`config.mk`:
```
export PLATFORM = sky130hd
export DESIGN_NAME = maxpool_stage
export DESIGN_NICKNAME = d
export VERILOG_FILES = /design/src/rtl/cnn_pkg.sv /design/src/rtl/pool_line_buffer.sv /design/src/rtl/maxpool_stage.sv
export SDC_FILE = /design/constraint.sdc
export NUM_CORES = 1
export LEC_CHECK = 0
export CAP_MARGIN = 20
export CORE_MARGIN = 3
export CORE_UTILIZATION = 60
export CTS_BUF_LIST = sky130_fd_sc_hd__clkbuf_16
export DETAILED_ROUTE_END_ITERATION = 16
export GPL_TIMING_DRIVEN = 0
export PLACE_DENSITY_LB_ADDON = 0.15
export SKIP_LAST_GASP = 1
export SYNTH_ARGS = -nofsm -noshare
export SYNTH_HDL_FRONTEND = slang
export SYNTH_HIERARCHICAL = 1
export SYNTH_SLANG_ARGS = --single-unit
```
`constraint.sdc`:
```
create_clock -name clk_i -period 3.75 [get_ports clk_i]
set_clock_uncertainty 0.15 [all_clocks]
set_input_delay 0.375 -clock clk_i [delete_from_list [all_inputs] [get_ports clk_i]]
set_output_delay 0.375 -clock clk_i [all_outputs]
set_load 0.01 [all_outputs]
```
`src/rtl/cnn_pkg.sv`:
```
// Shared definitions for the CNN pixel pipeline.
// Holds the default pixel width and feature-map size, and the pooling stage FSM encoding.
package cnn_pkg;

    localparam int unsigned DataWDefault = 8;
    localparam int unsigned InDimDefault = 26;

    typedef enum logic [1:0] {
        StIdle,
        StEvenRow,
        StOddRow,
        StDone
    } pool_state_e;

endpackage

```
`src/rtl/pool_line_buffer.sv`:
```
// Line buffer for the pooling stage. It holds one pair-maximum per column pair of the even row.
// There is no reset, because every entry is rewritten on the even row before the odd row reads it.
// Ports:
//   clk_i   - clock; writes happen on the rising edge
//   we_i    - write enable
//   waddr_i - write address (column pair index)
//   wdata_i - write data
//   raddr_i - read address; the read is combinational
//   rdata_o - read data
module pool_line_buffer
    import cnn_pkg::*;
#(
    parameter int unsigned DATA_W = DataWDefault,
    parameter int unsigned DEPTH  = InDimDefault / 2,
    parameter int unsigned AW     = (DEPTH > 1) ? $clog2(DEPTH) : 1
) (
    input  logic              clk_i,
    input  logic              we_i,
    input  logic [AW-1:0]     waddr_i,
    input  logic [DATA_W-1:0] wdata_i,
    input  logic [AW-1:0]     raddr_i,
    output logic [DATA_W-1:0] rdata_o
);

    logic [DATA_W-1:0] mem_q [DEPTH];

    always_ff @(posedge clk_i) begin
        if (we_i) begin
            mem_q[waddr_i] <= wdata_i;
        end
    end

    assign rdata_o = mem_q[raddr_i];

endmodule

```
`src/rtl/maxpool_stage.sv`:
```
// 2x2, stride-2 max pooling over a raster-order IN_DIM x IN_DIM feature map.
// On each even row, the maximum of every column pair is stored in the line buffer.
// On each odd row, the pair maximum is combined with the stored value and emitted one cycle later.
// Ports:
//   clk_i         - clock
//   rst_ni        - asynchronous active-low reset
//   clear_i       - synchronous restart; drops the current image and returns to idle
//   pixel_i       - input pixel, unsigned, in raster order
//   pixel_valid_i - qualifies pixel_i; gaps are allowed and there is no backpressure
//   pixel_o       - pooled pixel; holds its value between strobes
//   pixel_valid_o - single-cycle strobe that qualifies pixel_o
//   image_done_o  - level; high after the last pooled pixel of the image
//   overrun_o     - sticky; set when a pixel arrives after the image is complete
module maxpool_stage
    import cnn_pkg::*;
#(
    parameter int unsigned DATA_W = DataWDefault,
    parameter int unsigned IN_DIM = InDimDefault
) (
    input  logic              clk_i,
    input  logic              rst_ni,
    input  logic              clear_i,
    input  logic [DATA_W-1:0] pixel_i,
    input  logic              pixel_valid_i,
    output logic [DATA_W-1:0] pixel_o,
    output logic              pixel_valid_o,
    output logic              image_done_o,
    output logic              overrun_o
);

    localparam int unsigned Half = IN_DIM / 2;
    localparam int unsigned CW   = (IN_DIM > 2) ? $clog2(IN_DIM) : 1;
    localparam int unsigned AW   = (Half > 1) ? $clog2(Half) : 1;
    localparam logic [CW-1:0] LastIdx = CW'(IN_DIM - 1);

    if (((IN_DIM % 2) != 0) || (IN_DIM < 2)) begin : gen_dim_check
        $error("maxpool_stage: IN_DIM must be even and at least 2");
    end

    pool_state_e       state_q, state_d;
    logic [CW-1:0]     col_q, row_q;
    logic [DATA_W-1:0] hold_q, pixel_q;
    logic              valid_q, done_q, overrun_q;

    logic              accept, col_last, row_last, odd_col, odd_row, lb_we;
    logic [AW-1:0]     lb_addr;
    logic [DATA_W-1:0] pair_max, pool_max, lb_rdata;

    assign accept   = pixel_valid_i && (state_q != StDone);
    assign col_last = (col_q == LastIdx);
    assign row_last = (row_q == LastIdx);
    assign odd_col  = col_q[0];
    assign odd_row  = row_q[0];
    assign lb_addr  = AW'(col_q >> 1);
    assign lb_we    = accept && odd_col && !odd_row && !clear_i;
    assign pair_max = (pixel_i > hold_q) ? pixel_i : hold_q;
    assign pool_max = (lb_rdata > pair_max) ? lb_rdata : pair_max;

    pool_line_buffer #(
        .DATA_W (DATA_W),
        .DEPTH  (Half),
        .AW     (AW)
    ) u_line_buffer (
        .clk_i   (clk_i),
        .we_i    (lb_we),
        .waddr_i (lb_addr),
        .wdata_i (pair_max),
        .raddr_i (lb_addr),
        .rdata_o (lb_rdata)
    );

    always_comb begin
        state_d = state_q;
        if (clear_i) begin
            state_d = StIdle;
        end else begin
            case (state_q)
                StIdle: begin
                    if (pixel_valid_i) state_d = StEvenRow;
                end
                StEvenRow: begin
                    if (pixel_valid_i && col_last) state_d = StOddRow;
                end
                StOddRow: begin
                    if (pixel_valid_i && col_last) state_d = row_last ? StDone : StEvenRow;
                end
                StDone: state_d = StDone;
                default: state_d = StIdle;
            endcase
        end
    end

    always_ff @(posedge clk_i or negedge rst_ni) begin
        if (!rst_ni) begin
            state_q <= StIdle;
        end else begin
            state_q <= state_d;
        end
    end

    always_ff @(posedge clk_i or negedge rst_ni) begin
        if (!rst_ni) begin
            col_q     <= '0;
            row_q     <= '0;
            hold_q    <= '0;
            pixel_q   <= '0;
            valid_q   <= 1'b0;
            done_q    <= 1'b0;
            overrun_q <= 1'b0;
        end else if (clear_i) begin
            // pixel_q is kept so the output holds its last value.
            col_q     <= '0;
            row_q     <= '0;
            hold_q    <= '0;
            valid_q   <= 1'b0;
            done_q    <= 1'b0;
            overrun_q <= 1'b0;
        end else begin
            valid_q <= 1'b0;
            if (pixel_valid_i && (state_q == StDone)) begin
                overrun_q <= 1'b1;
            end
            if (accept) begin
                if (!odd_col) begin
                    hold_q <= pixel_i;
                end else if (odd_row) begin
                    pixel_q <= pool_max;
                    valid_q <= 1'b1;
                    if (row_last && col_last) done_q <= 1'b1;
                end
                if (col_last) begin
                    col_q <= '0;
                    row_q <= row_last ? '0 : row_q + 1'b1;
                end else begin
                    col_q <= col_q + 1'b1;
                end
            end
        end
    end

    assign pixel_o       = pixel_q;
    assign pixel_valid_o = valid_q;
    assign image_done_o  = done_q;
    assign overrun_o     = overrun_q;

endmodule

```
# [After elaboration in Yosys (flattened, before gate mapping)]
# Memory sizes are Yosys's and may differ from the RTL's.
# Cells that the tools add are included.
[word_totals] mem_count=1 ram_bits=104 word_cells=76 out_inout_bits=11 ff_bits=31
[memory_table] memory="u_line_buffer.mem_q" depth=13 width=8 rd=1 rd_clocked_by_memory_dff=0 write_ports=1 line="pool_line_buffer.sv:25" text="logic [DATA_W-1:0] mem_q [DEPTH];"
[op_classes] muxes=31 bitwise=1 reduce_logical=21 order_cmp=2 eq_ne=10 n_addsub=2
[op_table] operator="$mux W8" n=5
[op_table] operator="$mux W5" n=7
[op_table] operator="$gt A8 B8 Y1" n=2
[op_table] operator="$mux W1" n=13
[op_table] operator="$reduce_bool A2 Y1" n=6
[op_table] operator="$add A5 B1 Y5 const B" n=2
[op_table] operator="$eq A5 B5 Y1 const B" n=2
[op_table] operator="$mux W2" n=5
[op_table] operator="$ne A3 B3 Y1 const B" n=3
[op_table] operator="$pmux W2 S4" n=1
[op_table] operator="$reduce_and A4 Y1" n=2
[op_table] operator="$logic_and A1 B1 Y1" n=7
[op_table] operator="$eq A2 B2 Y1 const B" n=2
[op_table] operator="$ne A2 B2 Y1 const B" n=2
[op_table] operator="$reduce_and A2 Y1" n=2
[op_table] operator="$reduce_and A3 Y1" n=1
[op_table] operator="$eq A2 B1 Y1 const B" n=1
[op_table] operator="$logic_not A1 Y1" n=2
[op_table] operator="$logic_not A2 Y1" n=1
[op_table] operator="$not A1 Y1" n=1

# [Logic depth before layout (Yosys ltp)]
# Gate-level depths: netlist (run 1).
[depth] ltp_word=7 mapped_depth=16

# [Cells and area by module]
# The synthesis (run 1) kept the hierarchy.
[modules_own_cells] mod="pool_line_buffer" area_each_um2=4066.4 cells_per_inst=184 seq_area_each_um2=3123.0 instances=1
[modules_own_cells] mod="maxpool_stage" area_each_um2=2070.7 cells_per_inst=244 seq_area_each_um2=775.7 instances=1

# [Least setup slack after synthesis (run 1)]
# OpenSTA, ideal clock, no wires.
[synth_path] path_kind="input -> register" from="in pixel_i[1]" to="reg pixel_q[0], in the netlist pixel_o[0]" required_ns=3.477 setup_time_ns=0.123 arrival_ns=3.188 n_path_buf=3 stages=15 path_slack_ns=0.289 cell_sequence="ha_1 -> nor2b_1 -> o211ai_1 -> a211o_1 -> buf_6 -> and2_4 -> buf_6 -> o21ai_0 -> ha_1 -> nand4_1 -> nor2_1 -> o21bai_2 -> buf_2 -> o21ai_0 -> o21ai_1"
[synth_via] elab_chain_cells=4
[synth_rtl] element="start, declared" line="maxpool_stage.sv:23" text="input logic [DATA_W-1:0] pixel_i,"
[synth_rtl] element="$gt A8 B8 Y1 *" line="maxpool_stage.sv:56" text="assign pair_max = (pixel_i > hold_q) ? pixel_i : hold_q;"
[synth_rtl] element="$mux W8 *" line="maxpool_stage.sv:56"
[synth_rtl] element="net pair_max[0]" line="maxpool_stage.sv:47" text="logic [DATA_W-1:0] pair_max, pool_max, lb_rdata;"
[synth_rtl] element="$gt A8 B8 Y1" line="maxpool_stage.sv:57" text="assign pool_max = (lb_rdata > pair_max) ? lb_rdata : pair_max;"
[synth_rtl] element="$mux W8 *" line="maxpool_stage.sv:57"
[synth_rtl] element="end signal, assigned" line="maxpool_stage.sv:127" text="pixel_q <= pool_max;"
[synth_rtl] element="end, declared" line="maxpool_stage.sv:42" text="logic [DATA_W-1:0] hold_q, pixel_q;"
# The timed path passes the listed nets; every way through them passes the cells marked *.
# A chain may end at the register's enable or synchronous reset.

# [Worst setup path after layout (run 1)]
[layout_path] from="in pixel_valid_i" to="mem u_line_buffer/mem_q[3][5] (netlist name) (enable)"
[layout_via] elab_chain_cells=6
[layout_rtl] element="start, declared" line="maxpool_stage.sv:24" text="input logic pixel_valid_i,"
[layout_rtl] element="$logic_and A1 B1 Y1" line="maxpool_stage.sv:49" text="assign accept = pixel_valid_i && (state_q != StDone);"
[layout_rtl] element="$logic_and A1 B1 Y1 (3 in series)" line="maxpool_stage.sv:55" text="assign lb_we = accept && odd_col && !odd_row && !clear_i;"
[layout_rtl] element="net lb_we" line="maxpool_stage.sv:45" text="logic accept, col_last, row_last, odd_col, odd_row, lb_we;"
[layout_rtl] element="$mux W1" line="pool_line_buffer.sv:28" text="if (we_i) begin"
[layout_rtl] element="$mux W1 (implied by the code)" line="pool_line_buffer.sv:29" text="mem_q[waddr_i] <= wdata_i;"
[layout_rtl] element="end, declared" line="pool_line_buffer.sv:25"
# The timed path passes the listed nets, and every way through them passes these cells.

==> flow_summary.ini, run 1 <==
[logic_synthesis]
synthTopCellsByArea = edfxtp_1 51%, dfrtp_1 13%, mux4_2 5.9%, ha_1 4.1%, mux4_1 3.4%
ys_warn_count = 6
ys_types = 50
syn_nets = 460
synth_top_cell_area_share = 0.509
synthCells = 428
synth.largest_area_cell = edfxtp_1
ys_async_sr_fraction = 0.230
ys_seq_elements = 135
synth_edf_count = 104
syn_avg_cell_area_sq_um = 14.3
synth_flop_cell = edfxtp_1
ys_seq_area_frac = 0.635
synth_area_sq_um = 6140

[die]
die_h_um = 107
die-area_sq_um = 11500
rows = 36
io_pins = 23
initial_core_util = 0.622
core_sq_um = 9860
die_x_um = 107

[layout]
final_cell_mix = 104 x edfxtp_1, 30 x inv_1, 30 x dfrtp_1
num_antenna_cells = 0
stdcell_area_sq_um = 7180
layout_commonest_cell = edfxtp_1
drive_gt1_frac = 0.150
area.growth.synth_to_final_pct = 16.9
nNetsFinal = 507
final_cells = 621

[routing]
routedLengthMet1_mm = 5.75
wl_met3_um = 685
via_count = 3867
ant_nets = 0
drt_iter0_markers = 281
wirelength_mm = 13.3
wl_per_cell_um = 21.4
viasPerCell = 6.23
first_pass_iters = 5
top_layer = met4
dr_wl_met2_mm = 6.68
drc = 0

[clocking]
clock-sinks = 135
htreeDepth = 4
cts_buffers = 17
cts_buffer_depth = 2
tritoncts = built
insertion_delay_ns = 0.41
path_clk_slew_ns = 0.06
clockRootBuffer = clkbuf_16

[global_routing]
grt_pass1_wl_mm = 21.4
grt_max_degree = 21
grt_pass1_vias = 3922
gr-total-overflow = 0
grt.total_usage = 0.255
antenna_found_initial = 0

[placement]
dp_cells = 587
hpwl_mm = 9.03
port_buffers = 22
place.gp.congestion = 0.867
dpl_worst_slack_ns = -0.743
place_area_sq_um = 6570

[setup_path]
r2r_cells = 6
cp.arrival_ns = 3.40
critPathCaptureType = flip-flop
cp_max_fo = 10
crit_required_ns = 3.63
cp_cell_sequence = clkdlybuf4s50_1 -> nand2_1 -> clkbuf_1 -> nor4b_1 -> or3b_2 -> nor2_1
setup.worst_path.start_class = input port
critPathKind = input port to flip-flop
cpPeakStageDelay_ns = 0.75
cp_slowest_cell = nor2_1

[timing]
timing.slew.headroom = 0.319
rsz0062_at_grt = no
setup_ws_ns = 0.226
final_hold_viol_count = 0
hold_ws_ns = 0.225
drv_slew = 0
worstMarginPinSlew_ns = 1.02
final-setup-viol-count = 0
max_freq_mhz = 284
fin_crit_ns = 3.52
finalCritPeriodShare = 0.940

[pwr]
total_power_mw = 3.70
vdd_ir_drop_max_mv = 0.366
power.density_nw_per_um2 = 516
power.leakage_nw = 2.67

[run]
max_cap_violations = 0

[min_path]
min_path_type = input port to asynchronous set/reset pin

[run_status]
status = finished, final reports clean
## path summary, 6_finish.rpt
check,start,to,slack (ns)
max,pixel_valid_i,u_line_buffer/mem_q[3][5],0.23
max in group asynchronous,rst_ni,hold_q[1],2.70
min,rst_ni,row_q[1],0.23
max reg2reg,state_q[1],u_line_buffer/mem_q[3][5],0.25
min reg2reg,row_q[4],row_q[4],0.32
min in group clk_i,row_q[4],row_q[4],0.32
## worst max-delay path, delay by kind of cell
| kind | cells | cell delay, ns |
|---|---|---|
| simple gates | 4 | 2.22 |
| buf+inv | 2 | 0.80 |
## through the flow
step,TNS (ns),utilization
2_1_floorplan,0,-
3_3_place_gp,-14.15,0.661
3_5_place_dp,-7.95,0.666
4_1_cts,0,0.724
5_1_grt,0,0.727
6_report,0,0.727
## state kept, by name (all words and copies together) (netlist names)
name and cells:
pixel_o 8, image_done_o 1, col_q 5, u_line_buffer/mem_q 104, pixel_valid_o 1, row_q 5, state_q 2, hold_q 8
overrun_o 1
## per-layer routing
| metal | up-vias | track usage |
|---|---|---|
| li1 | 1743 | - |
| met1 | 1978 | 0.355 |
| met2 | 126 | 0.414 |
| met3 | 20 | 0.0542 |
| met4 | 0 | 0.0658 |
| met5 | - | 0 |
## synth_stat cells (2+ instances only)
master    number
edfxtp_1     104
dfrtp_1       31
a21oi_1       28
nand2_1       27
inv_1         26
o21ai_0       25
nor2_1        24
ha_1          20
mux4_2        16
nand3_1       14
mux2i_1        8
mux4_1         8
nor3_1         8
o211a_1        8
o21ai_1        8
o22ai_1        8
a21boi_0       7
clkbuf_1       6
buf_6          5
nand2b_1       4
nand4b_1       4
buf_2          3
nand4_1        3
a21o_1         2
buf_4          2
nand3b_1       2
nor2b_1        2
or2_2          2
xor2_1         2
## area by class of cell
| cell class | count | area, sq um |
|---|---|---|
| fillers | 648 | 2690 |
| inverters | 27 | 101 |
| clock inverters | 15 | 140 |
| plain buffers | 17 | 129 |
| flip-flops and latches | 135 | 3900 |
| repair buffers | 28 | 283 |
| multi-input cells | 249 | 2030 |
| well taps | 133 | 166 |
| clock buffers | 17 | 425 |
## cell families (layout without fill, tap and decap cells)
logic type / after synthesis / count (layout) / share of synthesized area
flops: 135 / 135 / 0.635
simple gates: 98 / 98 / 0.0797
compound gates: 96 / 96 / 0.0960
buf+inv: 44 / 104 / 0.0375
mux: 33 / 33 / 0.108
fa+ha+maj: 20 / 20 / 0.0408
xor+xnor: 2 / 2 / 0.00285
## where the power goes
part	internal, mW	total (mW)	switching (mW)
combinational	0.177	0.404	0.226
clock	0.968	1.57	0.604
sequential	1.69	1.72	0.0369
total	2.83	3.70	0.867
## what timing repair did
action                     4_1_cts  5_1_grt
setup endpoints to repair        8        8
pin swaps                        0        1
gates cloned                     0        0
setup buffers                    0        1
gates resized for setup          3        5
hold buffers                     0        0
Power figures use the tool's default switching activity.
==> run 2: changes to the inputs <==
--- a/config.mk
+++ b/config.mk
@@ -12,6 +12,7 @@
 export DETAILED_ROUTE_END_ITERATION = 16
 export GPL_TIMING_DRIVEN = 0
 export PLACE_DENSITY_LB_ADDON = 0.15
+export SETUP_SLACK_MARGIN = 0.15
 export SKIP_LAST_GASP = 1
 export SYNTH_ARGS = -nofsm -noshare
 export SYNTH_HDL_FRONTEND = slang
==> flow_summary.ini, run 2 (same netlist as run 1, synthesis figures left out) <==
[routing]
dr_wl_met2_mm = 6.67
ant_nets = 0
drt_iter0_markers = 281
viasPerCell = 6.23
wl_per_cell_um = 21.2
top_layer = met4
wl_met3_um = 855
wirelength_mm = 13.3
drc = 0
first_pass_iters = 5
via_count = 3914
routedLengthMet1_mm = 5.64

[die]
core_sq_um = 9860
initial_core_util = 0.622
die_x_um = 107
rows = 36
die-area_sq_um = 11500
die_h_um = 107
io_pins = 23

[timing]
max_freq_mhz = 287
rsz0062_at_grt = no
final_hold_viol_count = 0
worstMarginPinSlew_ns = 1.01
finalCritPeriodShare = 0.929
setup_ws_ns = 0.266
final-setup-viol-count = 0
fin_crit_ns = 3.48
drv_slew = 0
timing.slew.headroom = 0.326
hold_ws_ns = 0.220

[layout]
drive_gt1_frac = 0.168
area.growth.synth_to_final_pct = 18.0
nNetsFinal = 514
num_antenna_cells = 0
stdcell_area_sq_um = 7240
largest-register = u_line_buffer/mem_q
layout_commonest_cell = edfxtp_1
final_cells = 628
final_cell_mix = 104 x edfxtp_1, 30 x inv_1, 29 x dfrtp_1
fillers = 637
largest_reg_flops = 104
final_core_util = 0.734

[clocking]
cts_hold_buffers = 0
htreeDepth = 4
insertion_delay_ns = 0.41
tritoncts = built
cts_buffer_depth = 2
cts_buffers = 17
clockRootBuffer = clkbuf_16
path_clk_slew_ns = 0.06
clock-sinks = 135

[setup_path]
r2r-end = u_line_buffer/mem_q[1][7]
crit_required_ns = 3.63
setup.worst_path.start_class = input port
cp.arrival_ns = 3.37
r2r_cells = 6
critPathCaptureType = flip-flop
r2r-start = state_q[1]
ff2ff_setup_slack_ns = 0.29
cp_max_fo = 10
critPathKind = input port to flip-flop

[pwr]
cell_internal_pwr_mw = 2.84
swShare = 0.235
power.leakage_nw = 2.71
power.density_nw_per_um2 = 512
seqPwrFrac = 0.465
p_comb_frac = 0.111
p_sw_mw = 0.870
vdd_ir_drop_max_mv = 0.364
clockPowerShare = 0.424

[placement]
port_buffers = 22
dpl_worst_slack_ns = -0.743
place.gp.congestion = 0.867
dp_cells = 587
hpwl_mm = 9.03
place_area_sq_um = 6570

[global_routing]
gr-total-overflow = 0
grt.total_usage = 0.255
grt_max_degree = 21
antenna_found_initial = 0
grt_pass1_wl_mm = 21.4
grt_pass1_vias = 3918

[run_status]
status = finished, final reports clean

[run]
max_cap_violations = 0

[min_path]
min_path_type = input port to asynchronous set/reset pin
run 2: timing repair:
| item | 4_1_cts | 5_1_grt |
|---|---|---|
| gates cloned | 0 | 0 |
| setup buffers | 0 | 8 |
| endpoints found under the hold margin | 0 | 0 |
| setup endpoints to repair | 8 | 16 |
| gates resized for setup | 9 | 4 |
| pin swaps | 1 | 2 |
run 2: how the worst max path moves through the flow:
stage / start / end / cells after the start
after CTS: pixel_i[0] / pixel_o[4] / 17
final: pixel_valid_i / u_line_buffer/mem_q[1][7] / 6
after detailed placement: pixel_i[1] / pixel_o[7] / 16
after global placement: pixel_i[7] / pixel_o[6] / 15
after floorplan: pixel_i[1] / pixel_o[0] / 15
after global routing: pixel_i[0] / pixel_o[6] / 17
run 2: routing by layer:
layer	track usage	up-vias
li1	-	1757
met1	0.357	1971
met2	0.412	165
met3	0.0542	21
met4	0.0658	0
met5	0	-
run 2: cell type report:
cell class	instances	area [sq um]	area share
Buffer	17	129	0.0178
Clock buffer	17	425	0.0587
Clock inverter	15	140	0.0194
Inverter	27	101	0.0140
Multi-Input combinational cell	249	2040	0.282
Sequential cell	135	3900	0.539
Tap cell	133	166	0.0230
Timing Repair Buffer	35	335	0.0463
run 2: critical path, cell delays in order:
cell,delay (ns)
clkdlybuf4s50_1,0.55
nand2_1,0.18
clkbuf_1,0.26
nor4b_1,0.73
or3b_2,0.56
nor2_1,0.70
run 2: through the flow:
| step | total power, mW | TNS, ns |
|---|---|---|
| 6_report | 3.71 | 0 |
| 5_1_grt | 3.85 | 0 |
| 4_1_cts | 3.71 | 0 |
| 3_5_place_dp | 2.15 | -7.95 |
| 3_3_place_gp | 2.12 | -14.15 |
| 2_1_floorplan | 1.97 | 0 |
run 2: power groups by stage:
stage / Sequential [mW] / Combinational (mW) / Clock, mW
after floorplan: 1.76 / 0.212 / 0
after global placement: 1.75 / 0.372 / 0
after detailed placement: 1.75 / 0.392 / 0
after CTS: 1.72 / 0.402 / 1.59
after global routing: 1.73 / 0.456 / 1.66
final: 1.72 / 0.412 / 1.57
==> run 3: changes to the inputs <==
--- a/config.mk
+++ b/config.mk
@@ -16,5 +16,4 @@
 export SKIP_LAST_GASP = 1
 export SYNTH_ARGS = -nofsm -noshare
 export SYNTH_HDL_FRONTEND = slang
-export SYNTH_HIERARCHICAL = 1
 export SYNTH_SLANG_ARGS = --single-unit
==> flow_summary.ini, run 3 <==
[run_status]
status = finished, final reports clean

[logic_synthesis]
synth_edf_count = 104
synth_commonest_cells = 104 x edfxtp_1, 38 x nand2_1, 31 x dfrtp_1, 31 x nor2_1, 25 x a21oi_1
ys_seq_elements = 135
syn_nets = 435
synth_top_cell_area_share = 0.526
yosysMostFrequentCell = edfxtp_1
ys_warn_count = 0
ys_async_sr_fraction = 0.230
synthCells = 403
synth.largest_area_cell = edfxtp_1
synth_flop_cell = edfxtp_1
ys_seq_area_frac = 0.656
syn_avg_cell_area_sq_um = 14.7
synth_area_sq_um = 5940
ys_types = 46
synthTopCellsByArea = edfxtp_1 53%, dfrtp_1 13%, mux4_2 9.1%, ha_1 4.2%, mux2i_1 2.5%

[global_routing]
grt_max_degree = 20
antenna_found_initial = 0
grt.total_usage = 0.240
grt_pass1_vias = 3591
grt_pass1_wl_mm = 19.6
gr-total-overflow = 0

[placement]
place.gp.congestion = 0.842
hpwl_mm = 8.03
port_buffers = 22
place_area_sq_um = 6350

[pwr]
total_power_mw = 3.74
power.leakage_nw = 2.54
power.density_nw_per_um2 = 523
vdd_ir_drop_max_mv = 0.380

[routing]
first_pass_iters = 5
drt_iter0_markers = 309
wl_per_cell_um = 21.2
via_count = 3643
wirelength_mm = 12.6
ant_nets = 0
drc = 0
viasPerCell = 6.12

[layout]
nNetsFinal = 485
final_cell_mix = 104 x edfxtp_1, 37 x nand2_1, 31 x dfrtp_1
drive_gt1_frac = 0.212
num_antenna_cells = 0
largest_reg_flops = 104
area.growth.synth_to_final_pct = 20.5
layout_commonest_cell = edfxtp_1
largest-register = u_line_buffer.mem_q
stdcell_area_sq_um = 7160
fillers = 540

[min_path]
min_path_type = input port to flip-flop

[timing]
final_hold_viol_count = 0
timing.slew.headroom = 0.411
worstMarginPinSlew_ns = 0.880
finalCritPeriodShare = 0.942
final-setup-viol-count = 0
fin_crit_ns = 3.53
hold_ws_ns = 0.196
max_freq_mhz = 283
rsz0062_at_grt = no
drv_slew = 0

[die]
io_pins = 23
die_x_um = 106
core_sq_um = 9420
die-area_sq_um = 11100
die_h_um = 106
rows = 35
initial_core_util = 0.631

[run]
max_cap_violations = 0

[clocking]
clockRootBuffer = clkbuf_16
path_clk_slew_ns = 0.06
tritoncts = built
cts_buffers = 17
cts_buffer_depth = 2
insertion_delay_ns = 0.42
htreeDepth = 4
clock-sinks = 135

[setup_path]
critPathKind = input port to flip-flop
critPathCaptureType = flip-flop
setup.worst_path.start_class = input port
cp.arrival_ns = 3.70
cp_max_fo = 8
crit_required_ns = 3.92
run 3: routing by layer:
metal  global-route usage  vias to the layer above  part of all wire
met5                    0                        -                 0
met2                0.363                      155              0.51
met3               0.0845                       18             0.068
met4               0.0768                        0             0.013
met1                0.332                     1815              0.41
li1                     -                     1655                 -
run 3: logic make-up (layout without fill, tap and decap cells):
kind of cell             count (synthesis)  count (layout)  synth area share
flip-flops                             135             135             0.656
AND/OR/NAND/NOR                        100             100            0.0760
AO/OA/AOI/OAI                           73              73            0.0815
multiplexers                            40              40             0.118
buffers and inverters                   35              98            0.0259
adder cells (fa/ha/maj)                 20              20            0.0421
run 3: path summary, 6_finish.rpt:
path                              end  cells past startpoint  slack, ns  startpoint
setup reg to reg           pixel_o[2]                     11       0.23    col_q[1]
hold reg to reg             overrun_o                      2       0.35   overrun_o
setup / recovery           pixel_o[2]                     13       0.22  pixel_i[4]
max in group asynchronous   hold_q[4]                      2       2.67      rst_ni
hold / removal              hold_q[1]                      3       0.20  pixel_i[1]
min in group asynchronous   hold_q[2]                      1       0.24      rst_ni
run 3: cell type report:
| class | count | area [sq um] | area share |
|---|---|---|---|
| sequential | 135 | 3900 | 0.544 |
| multi-input combinational | 233 | 2050 | 0.286 |
| clock buffer | 18 | 450 | 0.0629 |
| timing repair buffer | 31 | 319 | 0.0446 |
| tap | 129 | 161 | 0.0225 |
| clock inverter | 14 | 124 | 0.0173 |
| buffer | 15 | 82.6 | 0.0115 |
| inverter | 20 | 75.1 | 0.0105 |
run 3: per-stage QoR:
| stage | std cells | setup slack (ns) | setup TNS, ns | util |
|---|---|---|---|---|
| 2_1_floorplan | 403 | 0.431 | 0 | - |
| 3_3_place_gp | 554 | -0.527 | -4.14 | 0.671 |
| 3_5_place_dp | 555 | -0.580 | -4.43 | 0.674 |
| 4_1_cts | 590 | 0.174 | 0 | 0.740 |
| 5_1_grt | 595 | 0.0760 | 0 | 0.761 |
| 6_report | 595 | 0.219 | 0 | 0.761 |
run 3: timing repair:
action,CTS,global route
hold buffers,0,0
buffers inserted,3,5
setup endpoints to repair,8,8
resized for setup,5,28
pin swaps,1,10
gates cloned,0,0
run 3: worst max-delay path, stage by stage:
cell and delay (ns):
clkdlybuf4s50_1 0.49, ha_1 0.35, nand4_1 0.20, a21oi_2 0.07, o32ai_4 0.32, buf_6 0.19, mux2i_4 0.28, ha_4 0.24
and3_4 0.17, a221o_1 0.33, a22oi_2 0.28, nand2_2 0.19, o211ai_1 0.23
run 3: power breakdown:
| part | internal (mW) | switching, mW | leakage (nW) | total (mW) |
|---|---|---|---|---|
| sequential | 1.68 | 0.0349 | 1.36 | 1.72 |
| clock | 0.954 | 0.643 | 0.278 | 1.60 |
| combinational | 0.199 | 0.228 | 0.900 | 0.427 |
==> edit 1: new RTL, config.mk and constraints of run 1 <==
Set the package constant `DataWDefault` to 10 (it was 8).
--- a/src/rtl/cnn_pkg.sv
+++ b/src/rtl/cnn_pkg.sv
@@ -2,7 +2,7 @@
 // Holds the default pixel width and feature-map size, and the pooling stage FSM encoding.
 package cnn_pkg;
 
-    localparam int unsigned DataWDefault = 8;
+    localparam int unsigned DataWDefault = 10;
     localparam int unsigned InDimDefault = 26;
 
     typedef enum logic [1:0] {
Interface: changed (resized pixel_i and pixel_o); port bits go from 23 to 27. The function was not compared with the original's and may differ.
==> edit 1 against run 1 <==
  * Routed wire length increased by 27%
  * Synthesized area up 24%
  * Final area rose by 29%
  * Critical path depth up 6
  * Core utilization up 3.2 points
  * Total power increased by 23%
  * Sequential cell count grew 30
  * Clock power grew 11%
  * Worst setup slack worse by 190 ps
  * Critical endpoint is now pixel_o[2]
  * Highest routed layer unchanged
==> edit 1: results (changes against run 1) <==
* Worst endpoint data arrival time at 3850 ps (+450 ps)
* Max VDD drop at 0.0003161 V (-14%)
* Warnings from Yosys at 6 (unchanged)
* Count of cell types in the netlist at 50 (unchanged)
* Seq/Total Area, Yosys at 0.6261 (-0.009143)
* Total track usage at 0.2378 (-0.01678)
* Fraction of layout cells with a size suffix above 1 at 0.2467 (+0.09710)
* Top cells by instance count after synthesis: edfxtp_1 (130), a21oi_1 (42), inv_1 (36)
* Most flop-heavy register: u_line_buffer/mem_q
* Startpoint Class: register
* Routability cong. at 0.9150 (+5.5%)
* GR Util met2 at 0.3794 (-0.03437)
* Buffer depth of the longest clock path at 2 (unchanged)
* Post-CTS setup-driven buffer insertion count at 2 (+2)
* Synth Area in XOR/XNOR at 0 (-0.002854)
* Critical path's top delay family: compound AO/OA/AOI/OAI gates
* Number of global-route vias before repair at 4,755 (+21%)
* Hold Path Class: input port to register
* Metal2 WL at 8445 µm (+26%)
* Met1 Use GR at 0.3242 (-0.03073)
* First-pass GRT wire length at 25,430 µm (+19%)
* Slew HR at 0.3053 (-0.01335)
* Hold buffers post-CTS at 1 (+1)
* Global Route met3 Usage at 0.05024 (-0.003945)
* # resized after CTS at 10 (+7)
* Post-layout net count at 629 (+24%)
* Wire per inst at 21.93 µm (+2.6%)
* Post-synth net total at 560 (+22%)
* Top area cells in the synthesized netlist: edfxtp_1 (51%), dfrtp_1 (11%), mux4_1 (7.6%), ha_1 (3.9%), a21oi_1 (2.8%)
* Initial antenna violation count at 0 (unchanged)
* Post-Route WL at 16,930 µm (+27%)
* Post-synth ARST share at 0.2121 (-0.01751)
* Met1 wire length at 7109 µm (+24%)
* Mux cell area share after synthesis at 0.1152 (+0.007378)
* Initial drt markers at 659 (+130%)
* Area after DPL at 8120 µm² (+24%)
* # port buffers at 25 (+14%)
* Post-synthesis compound-gate area fraction at 0.09359 (-0.002433)
* Hpwl dp at 10,490 µm (+16%)
* Placed insts at 717 (+22%)
* Largest net degree at the start of global routing at 36 (+71%)
* Critical path's slowest cell: mux4_1
* Static Leak at 3.247 nW (+22%)
* Worst r2r src: col_q[1]
* Syn_area_per_cell at 14.62 µm² (+2.0%)
* Fillers at 709 (+9.4%)
* EDFF count, synth at 130 (+25%)
* Met3 WL post-DR at 976 µm (+42%)
* Outcome: completed
* Largest register FFs at 130 (+25%)
* Via count at 4,905 (+27%)
* Largest stage delay, worst path at 570 ps (-180 ps)
* Synth Area in Adders at 0.03934 (-0.001437)
## edit 1: changes by cell type after synthesis, sizes merged, moves of 6 or more
cell / change
o211a: -8
a21oi: +14
edfxtp: +26
a211oi: +13
mux4: +6
and3: +10
o221ai: +10
inv: +9
o21ai: -13
clkbuf: +11
nor4: +9
## edit 1: metrics by stage
stage	setup WS, ps	hold slack, ps
floorplan	268.6	-70.59
global placement	-838.2	317.6
detailed placement	-822.1	336.5
CTS	-6.421	195.9
global route	-67.82	244.8
finish	32.03	208.4
## edit 1: where the power goes
group	switching [mW]	internal, mW
sequential	0.0428	2.08
combinational	0.371	0.301
clock	0.700	1.05
total	1.11	3.44
## edit 1: kinds of logic (layout without fill, tap and decap cells)
| kind of cell | Yosys count | after routing |
|---|---|---|
| AND/OR/NAND/NOR | 119 | 119 |
| flip-flops | 165 | 165 |
| adder cells (fa/ha/maj) | 24 | 24 |
| multiplexers | 42 | 42 |
| AO/OA/AOI/OAI | 108 | 109 |
| buffers and inverters | 64 | 145 |
## edit 1: path summary, 6_finish.rpt
kind,endpoint,slack [ps],cells after the start
min reg2reg,overrun_o,350,2
min,row_q[4],210,2
max,pixel_o[2],30,12
min in group asynchronous,pixel_o[3],440,2
max in group asynchronous,col_q[2],2390,2
max reg2reg,pixel_o[2],30,12
## edit 1: final cells by class
class / count / area, µm² / share of cell area
inverters: 36 / 135.1 / 0.01458
plain buffers: 27 / 177.7 / 0.01917
well taps: 168 / 210.2 / 0.02268
clock buffers: 17 / 425.4 / 0.04589
multi-input cells: 294 / 2910 / 0.3139
flip-flops and latches: 165 / 4785 / 0.5161
clock inverters: 15 / 178.9 / 0.01930
repair buffers: 50 / 447.9 / 0.04832
==> edit 2: new RTL, flow settings as in run 1 <==
Made on the original files. Register the inputs `clear_i`, `pixel_i` and `pixel_valid_i` before use, with the module's reset. The logic sees them one clock later.
--- a/src/rtl/maxpool_stage.sv
+++ b/src/rtl/maxpool_stage.sv
@@ -33,6 +33,22 @@
     localparam int unsigned AW   = (Half > 1) ? $clog2(Half) : 1;
     localparam logic [CW-1:0] LastIdx = CW'(IN_DIM - 1);
 
+    logic clear_q;
+    logic [DATA_W-1:0] pixel_r;
+    logic pixel_valid_q;
+
+    always_ff @(posedge clk_i or negedge rst_ni) begin
+        if (!rst_ni) begin
+            clear_q       <= '0;
+            pixel_r       <= '0;
+            pixel_valid_q <= '0;
+        end else begin
+            clear_q       <= clear_i;
+            pixel_r       <= pixel_i;
+            pixel_valid_q <= pixel_valid_i;
+        end
+    end
+
     if (((IN_DIM % 2) != 0) || (IN_DIM < 2)) begin : gen_dim_check
         $error("maxpool_stage: IN_DIM must be even and at least 2");
     end
@@ -46,14 +62,14 @@
     logic [AW-1:0]     lb_addr;
     logic [DATA_W-1:0] pair_max, pool_max, lb_rdata;
 
-    assign accept   = pixel_valid_i && (state_q != StDone);
+    assign accept   = pixel_valid_q && (state_q != StDone);
     assign col_last = (col_q == LastIdx);
     assign row_last = (row_q == LastIdx);
     assign odd_col  = col_q[0];
     assign odd_row  = row_q[0];
     assign lb_addr  = AW'(col_q >> 1);
-    assign lb_we    = accept && odd_col && !odd_row && !clear_i;
-    assign pair_max = (pixel_i > hold_q) ? pixel_i : hold_q;
+    assign lb_we    = accept && odd_col && !odd_row && !clear_q;
+    assign pair_max = (pixel_r > hold_q) ? pixel_r : hold_q;
     assign pool_max = (lb_rdata > pair_max) ? lb_rdata : pair_max;
 
     pool_line_buffer #(
@@ -71,18 +87,18 @@
 
     always_comb begin
         state_d = state_q;
-        if (clear_i) begin
+        if (clear_q) begin
             state_d = StIdle;
         end else begin
             case (state_q)
                 StIdle: begin
-                    if (pixel_valid_i) state_d = StEvenRow;
+                    if (pixel_valid_q) state_d = StEvenRow;
                 end
                 StEvenRow: begin
-                    if (pixel_valid_i && col_last) state_d = StOddRow;
+                    if (pixel_valid_q && col_last) state_d = StOddRow;
                 end
                 StOddRow: begin
-                    if (pixel_valid_i && col_last) state_d = row_last ? StDone : StEvenRow;
+                    if (pixel_valid_q && col_last) state_d = row_last ? StDone : StEvenRow;
                 end
                 StDone: state_d = StDone;
                 default: state_d = StIdle;
@@ -107,7 +123,7 @@
             valid_q   <= 1'b0;
             done_q    <= 1'b0;
             overrun_q <= 1'b0;
-        end else if (clear_i) begin
+        end else if (clear_q) begin
             // pixel_q is kept so the output holds its last value.
             col_q     <= '0;
             row_q     <= '0;
@@ -117,12 +133,12 @@
             overrun_q <= 1'b0;
         end else begin
             valid_q <= 1'b0;
-            if (pixel_valid_i && (state_q == StDone)) begin
+            if (pixel_valid_q && (state_q == StDone)) begin
                 overrun_q <= 1'b1;
             end
             if (accept) begin
                 if (!odd_col) begin
-                    hold_q <= pixel_i;
+                    hold_q <= pixel_r;
                 end else if (odd_row) begin
                     pixel_q <= pool_max;
                     valid_q <= 1'b1;
Function: same outputs for any inputs over 10 cycles, from zero or initial values and one cycle with rst_ni low; that may be too few to reach the edited logic, so the function may still have changed.
==> edit 2 against run 1 <==
  * Maximum frequency fell by 2.0%
  * Critical path depth is 7 higher
  * Routed wire length is 1.8% lower
  * Final area increased by 4.2%
  * Sequential cell count increased by 10
  * Sequential share of layout area up 1.2 points
  * Die area increased by 4.7%
  * Synthesized area up 5.0%
  * Worst setup slack worse by 74 ps
  * Total power is 2.9% higher
  * Critical path type is now register to register
==> edit 2: results (changes against run 1) <==
* Hold Path Class: input port to register
* Static Leak at 2.767 nW (+3.8%)
* Largest net degree at the start of global routing at 42 (+100%)
* Fraction of layout cells with a size suffix above 1 at 0.1766 (+0.02700)
* Fillers at 665 (+2.6%)
* CP Class: register to register
* Top cells by instance count after synthesis: edfxtp_1 (104), dfrtp_1 (41), inv_1 (33)
* Critical path peak fanout at 12 (+2)
* Area after DPL at 6859 µm² (+4.4%)
* First-pass GRT wire length at 20,180 µm (-5.8%)
* Worst endpoint data arrival time at 3740 ps (+340 ps)
* Switch share at 0.2386 (+0.004229)
* Power per cell area at 508.9 nW/µm² (-1.3%)
* H-tree levels at 4 (unchanged)
* Worst Setup SP: col_q[1]
* Top area cells in the synthesized netlist: edfxtp_1 (48%), dfrtp_1 (16%), mux4_2 (5.6%), ha_1 (3.9%), mux4_1 (3.3%)
* Outcome: completed
* Share of the synthesized area in the top cell type at 0.4847 (-0.02421)
* Hold Path Depth at 1
* Post-synth ARST share at 0.2828 (+0.05313)
* Total track usage at 0.2326 (-0.02207)
* Post-layout net count at 524 (+3.4%)
* Seq power at 1.84 mW (+7%)
* Seq/Total Area, Yosys at 0.6439 (+0.008613)
* Setup slack, reg-to-reg at 150 ps (-100 ps)
* Post-synthesis compound-gate area fraction at 0.1000 (+0.003976)
* Comb. pwr at 0.425 mW (+5.2%)
* RR Endpoint: pixel_o[2]
* Initial drt markers at 412 (+47%)
* Hold endpoint: pixel_r[3]
* N_diodes at 0 (unchanged)
* Largest register FFs at 104 (unchanged)
* Count of cell types in the netlist at 46 (-8.0%)
* Max VDD drop at 0.0004722 V (+29%)
* Synth Area in XOR/XNOR at 0 (-0.002854)
* Hpwl dp at 8857 µm (-2.0%)
* Wire per inst at 20.38 µm (-4.7%)
* Slew HR at 0.3520 (+0.03331)
* Path depth of the worst reg2reg path at 13 (+7)
* Synth Area in Adders at 0.03883 (-0.001940)
* Routability cong. at 0.8236 (-5.0%)
* Mux cell area share after synthesis at 0.1043 (-0.003577)
* Most flop-heavy register: u_line_buffer/mem_q
* Post-synth net total at 473 (+2.8%)
* Root Driver: clkbuf_16
* Number of global-route vias before repair at 3,854 (-1.7%)
* Vias per inst at 6.134 (-1.5%)
-- edit 2: metrics by stage --
step	power, mW	TNS (ps)	setup WS, ps	hold WS (ps)	cells
finish	3.807	0	152.0	244.9	640
global route	3.951	-26.28	-21.71	231.5	640
CTS	3.817	0	25.94	236.6	635
detailed placement	2.289	-1133	-174.9	341.1	603
global placement	2.267	-4092	-534.0	331.4	599
floorplan	2.119	0	185.7	-70.59	441
-- edit 2: cell type report --
| cell class | instances | area share |
|---|---|---|
| well taps | 136 | 0.02275 |
| clock inverters | 14 | 0.01589 |
| plain buffers | 17 | 0.01756 |
| multi-input cells | 246 | 0.2765 |
| inverters | 33 | 0.01656 |
| clock buffers | 17 | 0.05688 |
| flip-flops and latches | 145 | 0.5550 |
| repair buffers | 32 | 0.03881 |
-- edit 2: layer usage --
metal  global-route usage  up-vias  wire [µm]
li1                     -     1789          -
met1               0.3223     1959       5554
met2               0.3675      149       6463
met3              0.04932       29        767
met4              0.08638        0        256
met5                    0        -          0
-- edit 2: cell families (layout without fill, tap and decap cells) --
group | count (synthesis) | after routing
flip-flops | 145 | 145
AO/OA/AOI/OAI | 98 | 98
AND/OR/NAND/NOR | 94 | 94
buffers and inverters | 50 | 113
multiplexers | 34 | 34
adder cells (fa/ha/maj) | 20 | 20
-- edit 2: worst max-delay path: stages (launching register included) --
cell      delay (ps)
dfrtp_2          510
buf_6            220
buf_12           160
mux4_2           520
o22ai_1          250
a21oi_1          100
ha_1             350
a21o_1           170
a21oi_1          140
a21oi_1          100
o21bai_2         290
buf_2            260
o211a_1          180
o22ai_2           70
-- edit 2: timing repair --
item | 4_1_cts | 5_1_grt
endpoints found under the setup margin | 8 | 13
gates resized for setup | 3 | 8
endpoints found under the hold margin | 41 | 0
cloned | 0 | 0
hold buffers | 1 | 0
buffers inserted | 0 | 4
